[src/rtl/mux_rr_arbiter.sv]
// mux_rr_arbiter: round-robin owner arbiter driving a shared 3-bit bus; define MUX_RR_ARBITER_LOCK_EN to add a lock input
module mux_rr_arbiter #(
  parameter int         MAX_HOLD = 4,
  parameter logic [2:0] IDLE_VAL = 3'b000
) (
  input  logic        clk,
  input  logic        rst,
  input  logic [3:0]  req,
  input  logic [11:0] d,
`ifdef MUX_RR_ARBITER_LOCK_EN
  input  logic        lock,
`endif
  output logic [3:0]  gnt,
  output logic        busy,
  output logic [1:0]  owner,
  output logic [2:0]  y
);
  typedef enum logic {IDLE, BUSY} state_t;
  localparam logic [3:0] HOLD_MAX = 4'(MAX_HOLD - 1);
  state_t     r_state, w_state;
  logic [1:0] r_owner, w_owner, r_last, w_last, w_pick_idle, w_pick_busy;
  logic [3:0] r_hold, w_hold, r_gnt;
  logic       w_lock, w_others, w_timeout;
  function automatic logic [1:0] rr_pick(input logic [3:0] r, input logic [1:0] base);
    logic [1:0] p;
    p = base;
    for (int i = 3; i >= 0; i--) if (r[base + 2'(i)]) p = base + 2'(i);
    return p;
  endfunction
`ifdef MUX_RR_ARBITER_LOCK_EN
  assign w_lock = lock;
`else
  assign w_lock = 1'b0;
`endif
  assign w_pick_idle = rr_pick(req, r_last + 2'd1);
  assign w_pick_busy = rr_pick(req, r_owner + 2'd1);
  assign w_others    = |(req & ~(4'b1 << r_owner));
  assign w_timeout   = r_hold == HOLD_MAX && !w_lock;
  // next owner / state: release first, then timeout rotation, else keep counting the tenure
  always_comb begin
    w_state = r_state;
    w_owner = r_owner;
    w_last  = r_last;
    w_hold  = r_hold;
    if (r_state == IDLE) begin
      if (|req) begin
        w_state = BUSY;
        w_owner = w_pick_idle;
        w_hold  = '0;
      end
    end else if (!req[r_owner]) begin
      w_last  = r_owner;
      w_hold  = '0;
      w_state = |req ? BUSY : IDLE;
      w_owner = |req ? w_pick_busy : 2'd0;
    end else if (w_timeout) begin
      w_last  = r_owner;
      w_hold  = '0;
      w_owner = w_others ? w_pick_busy : r_owner;
    end else begin
      w_hold  = r_hold == HOLD_MAX ? r_hold : r_hold + 4'd1;
    end
  end
  // state and registered grant; reset drops any grant on the same edge
  always_ff @(posedge clk) begin
    if (!rst) begin
      r_state <= IDLE;
      r_owner <= '0;
      r_last  <= 2'd3;
      r_hold  <= '0;
      r_gnt   <= '0;
    end else begin
      r_state <= w_state;
      r_owner <= w_owner;
      r_last  <= w_last;
      r_hold  <= w_hold;
      r_gnt   <= w_state == BUSY ? 4'b1 << w_owner : 4'b0;
    end
  end
  assign gnt   = r_gnt;
  assign busy  = r_state == BUSY;
  assign owner = r_owner;
  assign y     = r_state == BUSY ? d[3*r_owner +: 3] : IDLE_VAL;
endmodule
[config.mk]
export PLATFORM = sky130hd
export DESIGN_NAME = mux_rr_arbiter
export DESIGN_NICKNAME = d
export VERILOG_FILES = /design/src/rtl/mux_rr_arbiter.sv
export SDC_FILE = /design/constraint.sdc
export NUM_CORES = 1
export LEC_CHECK = 0
export CAP_MARGIN = 40
export CORE_AREA = 2 2 50 52
export DETAILED_ROUTE_END_ITERATION = 8
export DIE_AREA = 0 0 52 54
export PLACE_DENSITY = 0.76
export SLEW_MARGIN = 30
export SYNTH_ARGS = -nofsm -noshare
export SYNTH_HDL_FRONTEND = slang
export SYNTH_SLANG_ARGS = --single-unit
[constraint.sdc]
create_clock -name clk -period 2.74 [get_ports clk]
set_input_delay 0.411 -clock clk [delete_from_list [all_inputs] [get_ports clk]]
set_output_delay 0.411 -clock clk [all_outputs]
set_load 0.02 [all_outputs]
### Word level (Yosys, flattened, before mapping)

Cells that the tools add are included.

* output and inout port bits: 10
* logic and storage cells: 78
* input bits: 18
* register bits after elaboration: 13

* $mul: 1
* magnitude comparators: 9
* add/sub/neg operators: 9
* bitwise logic cells: 2
* reductions and logical operators: 5
* equal/unequal tests: 2
* shifts and indexed selects: 3
* muxes and demuxes: 42

Operators by type and width (number)
* two-way mux 2 bit: 16
* less-than comparator 2 x 3 -> 1 bit (second input constant): 9
* binary-select mux 1 bit (select 2 bit): 9
* two-way mux 4 bit: 4
* two-way mux 1 bit: 12
* indexed part select 12 x 5 -> 3 bit: 1
* adder 2 x 1 -> 2 bit (second input constant): 4
* adder 2 bit (second input constant): 4
* OR reduction 4 bit: 2
* << shifter 1 x 2 -> 4 bit (first input constant): 2
* adder 4 x 1 -> 4 bit (second input constant): 1
* bitwise AND 4 bit: 1
* == test 4 x 2 -> 1 bit (second input constant): 1
* multiplier 2 x 2 -> 4 bit (first input constant): 1
* inverter 4 bit: 1
* AND reduction 2 bit: 2
* two-way mux 3 bit: 1
* != test 2 bit (second input constant): 1
* nonzero test 2 bit: 1

### Longest topological paths before layout

* depth in word-level cells: 13
* gate-level depth with buffers: 9
* mapped depth without buffers: 8

### Least setup slack after synthesis

Ideal clock, no wire load.

* path type: register -> register
* start point: register r_owner[0], in the netlist owner[0]
* end point: register r_owner[0], in the netlist owner[0]
* cell stages (with the launch flop): 10
* arrival: 2.150 ns
* setup slack: 0.476 ns
* cells stage by stage: dfxtp_1 -> buf_4 -> inv_1 -> ha_1 -> a21boi_0 -> o21ai_0 -> and3_1 -> and3_1 -> or2_4 -> o21a_1

* word-level cells in the longest chain between the ends: 12
* elaborated cells on any way between the ends: 28
* classes of those cells: 4 x add/sub; 1 x shift; 20 x mux; 2 x bitwise; 1 x reduce/logical

RTL lines
* from (decl): line 21 `logic [1:0] r_owner, w_owner, r_last, w_last, w_pick_idle, w_pick_busy;`
* from (signal assigned): line 74 `r_owner <= w_owner;`
* adder 2 x 1 -> 2 bit: line 36 `assign w_pick_busy = rr_pick(req, r_owner + 2'd1);`
* adder 2 bit: line 27 `for (int i = 3; i >= 0; i--) if (r[base + 2'(i)]) p = base + 2'(i);`
* binary-select mux 1 bit (select 2 bit): line 27
* two-way mux 1 bit (not written as such): line 27
* two-way mux 2 bit (4 in series): line 27
* two-way mux 2 bit: line 59 `w_owner = w_others ? w_pick_busy : r_owner;`
* two-way mux 2 bit: line 56 `end else if (w_timeout) begin`
* two-way mux 2 bit: line 51 `end else if (!req[r_owner]) begin`
* two-way mux 2 bit *: line 45 `if (r_state == IDLE) begin`

Every way passes the cells marked *; elsewhere a longest branch is shown, timed or not. The select of a mux whose other input is x is not followed.
A chain may end at the register's enable or synchronous reset.

### Worst setup path in the final report

* start point: register r_owner[0], in the netlist owner[0]
* end point: output port y[0]

* word-level cells in the longest chain between the ends: 3

RTL lines
* multiplier 2 x 2 -> 4 bit: line 83 `assign y = r_state == BUSY ? d[3*r_owner +: 3] : IDLE_VAL;`
* indexed part select 12 x 5 -> 3 bit: line 83
* two-way mux 3 bit: line 83
* to (decl): line 16 `output logic [2:0] y`

No other way between the ends.

==> impl_metrics.ini <==
[synth]
synth_area_mm2 = 0.00101
avgSynthCellArea_um2 = 8.88
syn_inst = 114
seq_area_frac_synth_pct = 25.7
ys.warnings.count = 0
synth_cell_types = 42
syn-num-nets = 137
ys_seq_elements = 13

[critical_path]
cp_slowest_stage_delay_ns = 0.55
endpoint_kind = output pin
cp_num_buf_inv = 1
crit_arrival_ns = 2.02
required_ns = 2.33
path_class = reg2out
path_max_fanout = 7
crit_family = multiplexers
crit_chain = mux4_2 > and2_1 > clkdlybuf4s50_1
critPathLaunchType = flop
slowest_stage = mux4_2

[floorplanning]
io-pin-count = 28
rows = 18
coreArea_mm2 = 0.00232
fp.dieH_um = 54
die-area_mm2 = 0.00281
start_util_pct = 43.6
die_w_um = 52

[cells_and_area]
layout.cells.non_filler = 174
nFillCells = 214
ff_latch_area_um2 = 260
nNetsFinal = 168
drive_above_1_share_pct = 15.3
diodes = 0
multi_input_area_um2 = 684
area_growth_pct = 31.9

[grt]
grtUsageTotal_pct = 17.7
globalRouteOverflowTotal = 0
antenna_found_initial = 0
grt_max_degree = 13
grt_pass1_wl_um = 3780
grt_pass1_vias = 916

[clocking]
clk_latency_ns = 0.27
cts_setup_buffers = 0
cts_tree = done
ctsRootBufferMaster = clkbuf_4
cts_resized = 0
numCtsBuffers = 3
postCtsHoldBufs = 0
cts.sink_count = 13
cts_buffer_depth = 2
htree_levels = 1
clk_pin_slew_ns = 0.07

[placement]
place_hpwl_um = 1840
globalplace.congestion = 0.864
placedCellCount = 170
portBuffers = 27

[power]
pwr-share-seq_pct = 39.0
power.leakage_nw = 0.524
power_frac_clock_pct = 20.3
power_density_mw_per_mm2 = 421
p_sw_w = 0.000181
comb_power_share_pct = 40.8
swShare_pct = 32.2
ir_worst_vdd_mv = 0.302
p_int_w = 0.000381

[timing]
finalSetupViolations = 0
fmax_mhz = 411
skew_ns = 0.00353
fin_crit_sh_pct = 88.7
period_minus_slack_ns = 2.43
worst_pin_slew_ns = 0.445
fin_setup_tns_ns = 0
hold_viol_final = 0
slew_headroom_pct = 70.4
maxSlewViolCount = 0
rsz0062_at_grt = no

[run_status]
status = finished clean

[routing]
drtIter0Drc = 33
wirelength_um = 2320
via_per_inst = 5.67
drt-wirelength-per-cell_um = 13.4
drc = 0
num_vias = 987
first_pass_iters = 4
antenna_left = 0

[hold_path]
hold_class = reg2reg

[job]
drv_cap = 0
## registers in the layout (all words and copies together), names as in the netlist
register  count
busy          1
gnt           4
owner         2
r_hold        4
r_last        2
## metrics by stage
| step | util, % | worst slack (ns) | total power [W] | hold slack, ns | cell area [um2] |
|---|---|---|---|---|---|
| 2_1_floorplan | - | 0.476 | 0.000370 | 0.471 | 1010 |
| 3_3_place_gp | 56.4 | 0.252 | 0.000446 | 0.488 | 1310 |
| 3_5_place_dp | 56.4 | 0.245 | 0.000452 | 0.503 | 1310 |
| 4_1_cts | 57.6 | 0.281 | 0.000567 | 0.514 | 1340 |
| 5_1_grt | 57.6 | 0.225 | 0.000602 | 0.528 | 1340 |
| 6_report | 57.6 | 0.309 | 0.000562 | 0.518 | 1340 |
## tightest hold or removal path: stages (launching register included)
cell and delay, ns:
dfxtp_1 0.33, o21ai_0 0.08, a21oi_1 0.06
## synthesized netlist by cell type, drive strengths merged
master  count  share of area [%]
or2         1               0.87
mux4        5                 11
nor2       10                4.0
mux2i       2                2.0
nand2       4                1.5
inv         9                3.3
a211oi      1               0.74
and2        4                2.5
nor3b       2                2.0
nand2b      3                2.6
and2b       1               0.74
buf         3                3.0
nor2b       7                4.3
ha          5                6.2
nor3        3                2.0
or2b        1               0.74
dfxtp      13                 26
or3         1               0.62
a21oi      11                5.4
clkbuf      1               0.37
a32o        1                1.1
o31ai       1               0.74
o221ai      2                1.7
a22oi       1               0.74
a21bo       1               0.99
a31oi       2                1.2
nand4b      2                1.7
o21a        2                1.5
o41ai       1                2.7
o21ai       7                3.5
a21boi      1               0.74
o22ai       1               0.62
a221oi      1               0.87
nand3       2               0.99
and3        2                1.2
## power groups by stage
stage / Combinational (W) / Clock [W] / Sequential (W)
floorplan: 0.000137 / 0 / 0.000233
global placement: 0.000223 / 0 / 0.000223
detailed placement: 0.000228 / 0 / 0.000223
CTS: 0.000229 / 0.000119 / 0.000219
global route: 0.000251 / 0.000129 / 0.000222
finish: 0.000229 / 0.000114 / 0.000219
## cells in the final DEF, fill, tap and decap left out, drive strengths merged
master         synthesis  layout
clkbuf                 1       4
ha                     5       5
buf                    3       3
o21a                   2       2
o31ai                  1       1
nor3                   3       3
dfxtp                 13      13
a21oi                 11      11
or3                    1       1
or2                    1       1
nor3b                  2       2
a221oi                 1       1
nand4b                 2       2
nand2b                 3       3
o21ai                  7       7
mux4                   5       5
and3                   2       2
a22oi                  1       1
clkdlybuf4s50          0      27
a21boi                 1       1
and2b                  1       1
nor2                  10      10
o41ai                  1       1
a21bo                  1       1
o221ai                 2       2
nand2                  4       4
nor2b                  7       7
and2                   4       4
a31oi                  2       2
a211oi                 1       1
inv                    9       9
a32o                   1       1
o22ai                  1       1
or2b                   1       1
nand3                  2       2
mux2i                  2       2
## path summary, 6_finish.rpt
kind	from	endpoint	slack (ns)	depth (start not counted)
max	owner[0]	y[0]	0.31	3
min	r_hold[3]	r_hold[3]	0.52	2
max reg2reg	owner[0]	gnt[1]	0.40	8
min reg2reg	r_hold[3]	r_hold[3]	0.52	2
## metal layers
layer,global-route usage (%),wire length [um]
met1,18.9,903
met2,34.8,1180
met3,4.72,226
met4,3.07,14
met5,0,0
## area by class of cell
cell class	count	share of cell area (%)
Multi-Input combinational cell	88	51.3
Timing Repair Buffer	30	21.9
Sequential cell	13	19.5
Tap cell	30	2.81
Inverter	9	2.53
Clock buffer	4	1.97
## cell families after synthesis
family	after synthesis	synth area share [%]
AO/OA/AOI/OAI	33	22.6
multiplexers	7	13.1
flip-flops	13	25.7
AND/OR/NAND/NOR	43	25.7
adder cells (fa/ha/maj)	5	6.18
buffers and inverters	13	6.67
Power figures use the tool's default switching activity.
